--- config.mk ---
export PLATFORM = sky130hd
export DESIGN_NAME = motor_rodada_param
export DESIGN_NICKNAME = d
export VERILOG_FILES = /design/src/rtl/motor_rodada_param.sv
export SDC_FILE = /design/constraint.sdc
export NUM_CORES = 1
export LEC_CHECK = 0
export ABC_AREA = 0
export CAP_MARGIN = 20
export CELL_PAD_IN_SITES_DETAIL_PLACEMENT = 1
export CELL_PAD_IN_SITES_GLOBAL_PLACEMENT = 2
export CORE_MARGIN = 2
export CORE_UTILIZATION = 44
export DETAILED_ROUTE_END_ITERATION = 10
export GPL_TIMING_DRIVEN = 0
export PLACE_DENSITY_LB_ADDON = 0.1
export SYNTH_ARGS = -nofsm -noshare
export SYNTH_HDL_FRONTEND = slang
export SYNTH_SLANG_ARGS = --single-unit
--- constraint.sdc ---
create_clock -name clock -period 4.3 [get_ports clock]
set_input_delay 0.43 -clock clock [delete_from_list [all_inputs] [get_ports clock]]
set_output_delay 0.43 -clock clock [all_outputs]
set_load 0.05 [all_outputs]
--- src/rtl/motor_rodada_param.sv ---
`default_nettype none
// ============================================================================
// Module   : motor_rodada_param
// Brief    : Parametrised playback/check round engine for the note-memory game
// Revision : 1.0 - initial release
// ============================================================================
module motor_rodada_param #(
  parameter int NOTAS     = 7,
  parameter int PROF      = 16,
  parameter int T_NOTA    = 500,
  parameter int T_PAUSA   = 100,
  parameter int T_JOGADA  = 5000,
  parameter int MAX_ERROS = 3,
  localparam int AW       = $clog2(PROF)
) (
  input  logic             clock,
  input  logic             reset,
  input  logic             seq_we,
  input  logic [AW-1:0]    seq_addr,
  input  logic [NOTAS-1:0] seq_data,
  input  logic [AW:0]      seq_len,
  input  logic             iniciar,
  input  logic [NOTAS-1:0] botoes,
  output logic [NOTAS-1:0] leds,
  output logic             acertou,
  output logic             errou,
  output logic [AW:0]      rodada,
  output logic [3:0]       erros,
  output logic [7:0]       pontos,
  output logic             fim_jogo,
  output logic             venceu,
  output logic [2:0]       db_estado
);

  localparam int c_TMAX = (T_NOTA > T_PAUSA)
                        ? ((T_NOTA  > T_JOGADA) ? T_NOTA  : T_JOGADA)
                        : ((T_PAUSA > T_JOGADA) ? T_PAUSA : T_JOGADA);
  localparam int c_TW = $clog2(c_TMAX + 1);
  localparam logic [c_TW-1:0] c_NOTA_END   = c_TW'(T_NOTA - 1);
  localparam logic [c_TW-1:0] c_PAUSA_END  = c_TW'(T_PAUSA - 1);
  localparam logic [c_TW-1:0] c_JOGADA_END = c_TW'(T_JOGADA - 1);
  localparam logic [AW:0]     c_PROF       = (AW+1)'(PROF);
  localparam logic [AW:0]     c_ONE        = (AW+1)'(1);
  localparam logic [3:0]      c_MAX_ERROS  = 4'(MAX_ERROS);

  typedef enum logic [2:0] {
    S_IDLE    = 3'd0,
    S_LE      = 3'd1,
    S_MOSTRA  = 3'd2,
    S_PAUSA   = 3'd3,
    S_ESPERA  = 3'd4,
    S_COMPARA = 3'd5,
    S_FIM     = 3'd6
  } state_t;

  state_t r_state, w_state_nxt;

  logic [NOTAS-1:0] r_mem [PROF];
  logic [NOTAS-1:0] r_rdata;

  logic             r_mode, w_mode_nxt;      // 0: playback, 1: checking a press
  logic             r_miss, w_miss_nxt;
  logic [AW-1:0]    r_idx, w_idx_nxt;
  logic [AW:0]      r_rodada, w_rodada_nxt;
  logic [AW:0]      r_len, w_len_nxt;
  logic [3:0]       r_erros, w_erros_nxt;
  logic [7:0]       r_pontos, w_pontos_nxt;
  logic             r_venceu, w_venceu_nxt;
  logic [NOTAS-1:0] r_jog, w_jog_nxt;
  logic [c_TW-1:0]  r_tmr, w_tmr_nxt;
  logic             r_btn_prev;

  logic             w_edge;
  logic             w_last;
  logic             w_match;
  logic [3:0]       w_erros_inc;
  logic [15:0]      w_sum;
  logic             w_ram_open;

  assign w_ram_open  = (r_state == S_IDLE) || (r_state == S_FIM);
  // The press history tracks continuously, so a button held from playback is not a new press.
  assign w_edge      = (|botoes) & ~r_btn_prev;
  assign w_last      = (((AW+1)'(r_idx)) + c_ONE) >= r_rodada;
  assign w_match     = ~r_miss && (r_jog == r_rdata);
  assign w_erros_inc = r_erros + 4'd1;
  assign w_sum       = 16'(r_pontos) + 16'(r_rodada);

  // Song RAM: old data is returned on a same-address write/read collision.
  always_ff @(posedge clock) begin
    if (seq_we && w_ram_open) begin
      r_mem[seq_addr] <= seq_data;
    end
    r_rdata <= r_mem[r_idx];
  end

  always_ff @(posedge clock) begin
    if (reset) begin
      r_state    <= S_IDLE;
      r_mode     <= 1'b0;
      r_miss     <= 1'b0;
      r_idx      <= '0;
      r_rodada   <= '0;
      r_len      <= c_ONE;
      r_erros    <= '0;
      r_pontos   <= '0;
      r_venceu   <= 1'b0;
      r_jog      <= '0;
      r_tmr      <= '0;
      r_btn_prev <= 1'b0;
    end else begin
      r_state    <= w_state_nxt;
      r_mode     <= w_mode_nxt;
      r_miss     <= w_miss_nxt;
      r_idx      <= w_idx_nxt;
      r_rodada   <= w_rodada_nxt;
      r_len      <= w_len_nxt;
      r_erros    <= w_erros_nxt;
      r_pontos   <= w_pontos_nxt;
      r_venceu   <= w_venceu_nxt;
      r_jog      <= w_jog_nxt;
      r_tmr      <= w_tmr_nxt;
      r_btn_prev <= |botoes;
    end
  end

  always_comb begin
    w_state_nxt  = r_state;
    w_mode_nxt   = r_mode;
    w_miss_nxt   = r_miss;
    w_idx_nxt    = r_idx;
    w_rodada_nxt = r_rodada;
    w_len_nxt    = r_len;
    w_erros_nxt  = r_erros;
    w_pontos_nxt = r_pontos;
    w_venceu_nxt = r_venceu;
    w_jog_nxt    = r_jog;
    w_tmr_nxt    = r_tmr;
    leds         = '0;
    acertou      = 1'b0;
    errou        = 1'b0;

    case (r_state)
      S_IDLE, S_FIM: begin
        if (iniciar) begin
          if (seq_len == '0)         w_len_nxt = c_ONE;
          else if (seq_len > c_PROF) w_len_nxt = c_PROF;
          else                       w_len_nxt = seq_len;
          w_rodada_nxt = c_ONE;
          w_idx_nxt    = '0;
          w_erros_nxt  = '0;
          w_pontos_nxt = '0;
          w_venceu_nxt = 1'b0;
          w_mode_nxt   = 1'b0;
          w_miss_nxt   = 1'b0;
          w_tmr_nxt    = '0;
          w_state_nxt  = S_LE;
        end
      end

      S_LE: begin
        w_tmr_nxt   = '0;
        w_state_nxt = r_mode ? S_COMPARA : S_MOSTRA;
      end

      S_MOSTRA: begin
        leds = r_rdata;
        if (r_tmr == c_NOTA_END) begin
          w_tmr_nxt   = '0;
          w_state_nxt = S_PAUSA;
        end else begin
          w_tmr_nxt = r_tmr + 1'b1;
        end
      end

      S_PAUSA: begin
        if (r_tmr == c_PAUSA_END) begin
          w_tmr_nxt = '0;
          if (!w_last) begin
            w_idx_nxt   = r_idx + 1'b1;
            w_state_nxt = S_LE;
          end else begin
            w_idx_nxt   = '0;
            w_state_nxt = S_ESPERA;
          end
        end else begin
          w_tmr_nxt = r_tmr + 1'b1;
        end
      end

      S_ESPERA: begin
        leds = botoes;
        // A press in the timeout cycle still counts as a press.
        if (w_edge) begin
          w_jog_nxt   = botoes;
          w_miss_nxt  = 1'b0;
          w_mode_nxt  = 1'b1;
          w_state_nxt = S_LE;
        end else if (r_tmr == c_JOGADA_END) begin
          w_miss_nxt  = 1'b1;
          w_state_nxt = S_COMPARA;
        end else begin
          w_tmr_nxt = r_tmr + 1'b1;
        end
      end

      S_COMPARA: begin
        leds       = botoes;
        w_miss_nxt = 1'b0;
        w_tmr_nxt  = '0;
        if (w_match) begin
          acertou = 1'b1;
          if (!w_last) begin
            w_idx_nxt   = r_idx + 1'b1;
            w_state_nxt = S_ESPERA;
          end else begin
            w_pontos_nxt = (w_sum > 16'd255) ? 8'd255 : w_sum[7:0];
            if (r_rodada == r_len) begin
              w_venceu_nxt = 1'b1;
              w_state_nxt  = S_FIM;
            end else begin
              w_rodada_nxt = r_rodada + c_ONE;
              w_idx_nxt    = '0;
              w_mode_nxt   = 1'b0;
              w_state_nxt  = S_LE;
            end
          end
        end else begin
          errou        = 1'b1;
          w_erros_nxt  = w_erros_inc;
          w_pontos_nxt = (r_pontos == 8'd0) ? 8'd0 : r_pontos - 8'd1;
          if (w_erros_inc >= c_MAX_ERROS) begin
            w_venceu_nxt = 1'b0;
            w_state_nxt  = S_FIM;
          end else begin
            w_idx_nxt   = '0;
            w_mode_nxt  = 1'b0;
            w_state_nxt = S_LE;
          end
        end
      end

      default: w_state_nxt = S_IDLE;
    endcase
  end

  assign rodada    = r_rodada;
  assign erros     = r_erros;
  assign pontos    = r_pontos;
  assign fim_jogo  = (r_state == S_FIM);
  assign venceu    = r_venceu;
  assign db_estado = r_state;

endmodule
`default_nettype wire

==> results.sh <==
export IMPL_worst_path_buf_inv=2
export IMPL_numPlacedInstances=914
export IMPL_startpoint_type="flop"
export IMPL_power_switching_mw=1.23
export IMPL_power_density_nw_per_um2=424
export IMPL_hold_class="reg2reg"
export IMPL_fin_crit_sh_pct=78.2
export IMPL_grt_pass1_wl_um=32800
export IMPL_critPathRequiredTime_ns=3.87
export IMPL_crit_chain="buf_1, nand2_1, nor2_1, clkdlybuf4s50_1"
export IMPL_max_slew_margin_pct=38.8
export IMPL_gp_congestion=0.825
export IMPL_synth_top_area_cell="edfxtp_1"
export IMPL_synth_cell_types=69
export IMPL_wl_per_cell_um=21.6
export IMPL_avgViaCountPerCell=5.89
export IMPL_clock_skew_ns=0.0143
export IMPL_drv_slew=0
export IMPL_grt_max_degree=21
export IMPL_die_h_um=139
export IMPL_worstPathMaxFanout=10
export IMPL_fp_coreArea_um2=18000
export IMPL_synth_area_um2=8040
export IMPL_grtUsageTotal_pct=22.0
export IMPL_hold_viol=0
export IMPL_vias=5596
export IMPL_async_flop_share_pct=0
export IMPL_cts_sinks=172
export IMPL_portBuffers=57
export IMPL_outcome="finished clean"
export IMPL_ant_nets=0
export IMPL_num_nets_final=754
export IMPL_intPower_mw=2.82
export IMPL_design_area_um2=9530
export IMPL_dieArea_um2=19400
export IMPL_swShare_pct=30.3
export IMPL_synth_edf_count=112
export IMPL_antenna_found_initial=0
export IMPL_cap_viol_max_count=0
export IMPL_cts_hold_buffers_added=0
export IMPL_finalNonFillerCells=950
export IMPL_cts_tree="yes"
export IMPL_synth_seq_cells=172
export IMPL_area_delta_synth_final_pct=18.6
export IMPL_dp_hpwl_um=14800
export IMPL_irDropWorstVdd_v=0.000323
export IMPL_dpl_cell_area_um2=8890
export IMPL_tns_ns=0
export IMPL_io_pins=58
export IMPL_critPathMaxStageDelay_ns=0.86
export IMPL_fmax_mhz=297
export IMPL_cts_resized=0
export IMPL_crit_arrival_ns=2.93
export IMPL_synth_ff_type="edfxtp_1"
export IMPL_overflow=0
export IMPL_power_frac_seq_pct=46.0
export IMPL_critical_path_class="reg2out"
export IMPL_slowest_stage="clkdlybuf4s50_1"
export IMPL_path_clk_slew_ns=0.07
export IMPL_leakage_nw=3.21
export IMPL_yosys_area_top_type_share_pct=41.8
export IMPL_drtIter0Drc=293
export IMPL_clkLatencyLatePin_ns=0.43
export IMPL_whs_ns=0.471
export IMPL_drc=0
export IMPL_drt_first_pass_iters=5
export IMPL_drt_total_wl_um=20500
export IMPL_yosys_warnings=0
export IMPL_cts_max_path_buffers=2
export IMPL_finalSetupViolations=0
export IMPL_fp_dieW_um=139
export IMPL_post_cts_setup_buffers=0
export IMPL_rows=49
export IMPL_worstMarginPinSlew_ns=0.916
export IMPL_root_buffer="clkbuf_16"
export IMPL_final_util_pct=53.1
export IMPL_clock_power_share_pct=38.6
export IMPL_path_delay_family="buffers and inverters"
export IMPL_endpoint_kind="output pin"
export IMPL_start_util_pct=44.7
export IMPL_grt_pass1_vias=5823
export IMPL_rsz0062_at_grt="no"
export IMPL_cts_buffers=17
export IMPL_cts_max_level=4
export IMPL_layout_drive_gt1_share_pct=12.6
export IMPL_syn_inst=628
export IMPL_fin_crit_ns=3.36
export IMPL_yosysSeqAreaShare_pct=56.8
export IMPL_syn_area_per_cell_um2=12.8
export IMPL_p_comb_share_pct=15.4
export IMPL_synthTopCellsByArea="edfxtp_1, dfxtp_1, mux4_2, xor2_1, ha_1"
export IMPL_insertedDiodeCount=0
export IMPL_synth_fp_nets=674
[metrics by stage]
stage / power (mW) / setup WS, ns
after floorplan: 2.29 / 1.61
after global placement: 2.50 / 0.989
after detailed placement: 2.52 / 0.953
after CTS: 4.08 / 0.938
after global routing: 4.21 / 0.666
final: 4.04 / 0.936
[logic make-up (layout without fill, tap and decap cells)]
kind of cell | after synthesis | after routing | synth area share, %
fa+ha+maj | 19 | 19 | 3.14
mux | 45 | 45 | 11.1
flops | 172 | 172 | 56.8
buf+inv | 44 | 137 | 2.23
simple gates | 190 | 190 | 12.7
xor+xnor | 30 | 30 | 3.27
compound gates | 128 | 128 | 10.8
[layer usage]
metal  wire, um  up-vias  global-route usage, %
li1           -     2600                      -
met1       8870     2865                   28.1
met2      10700      115                   39.1
met3        661       16                   3.87
met4        273        0                   5.42
met5          0        -                      0
[layout make-up]
class | instances | area (um2)
Buffer | 26 | 111
Fill cell | 1825 | 8430
Tap cell | 229 | 287
Timing Repair Buffer | 61 | 598
Sequential cell | 172 | 4560
Multi-Input combinational cell | 412 | 3290
Clock buffer | 17 | 425
Inverter | 18 | 67.6
Clock inverter | 15 | 185
[layout by cell type (no fill, tap or decap), types with 10 or more instances in the layout]
master	instances
edfxtp_1	112
dfxtp_1	60
clkdlybuf4s50_1	57
nor2_1	51
nand2_1	39
a21oi_1	37
mux4_2	35
xor2_1	25
nor3_1	20
inv_1	18
o21ai_0	17
ha_1	17
clkbuf_16	17
clkbuf_1	14
nand3_1	13
and3_1	10
nand4_1	10
[power by group through the flow]
stage | combinational (mW) | sequential, mW | clock (mW)
final | 0.622 | 1.86 | 1.56
after global routing | 0.675 | 1.87 | 1.66
after CTS | 0.623 | 1.86 | 1.59
after detailed placement | 0.617 | 1.90 | 0
after global placement | 0.606 | 1.90 | 0
after floorplan | 0.352 | 1.94 | 0
[cells in the mapped netlist (14+ instances only)]
library cell	count
edfxtp_1	112
dfxtp_1	60
nor2_1	51
nand2_1	39
a21oi_1	37
mux4_2	35
xor2_1	25
nor3_1	20
inv_1	18
ha_1	17
o21ai_0	17
clkbuf_1	14
[worst reg2reg max path: cells and delay by family (launching register included)]
family | cells | cell delay, ns
xor+xnor | 1 | 0.21
flops | 1 | 0.49
buf+inv | 1 | 0.63
simple gates | 2 | 0.26
compound gates | 4 | 1.31
fa+ha+maj | 1 | 0.31
[flip-flops by register name, indices dropped and copies added, names as in the netlist, 3 cells and up]
register	count
r_idx	4
erros	4
r_mem	112
rodada	5
pontos	8
r_len	5
r_tmr	13
db_estado	3
r_rdata	7
r_jog	7
[path summary, 6_finish.rpt]
path / from / endpoint / cells past startpoint / slack [ns]
worst min-delay path: r_len[4] / r_len[4] / 2 / 0.47
worst min register to register: r_len[4] / r_len[4] / 2 / 0.47
worst max-delay path: db_estado[0] / errou / 4 / 0.94
worst max register to register: r_idx[0] / db_estado[2] / 9 / 0.98
Power figures use the tool's default switching activity.
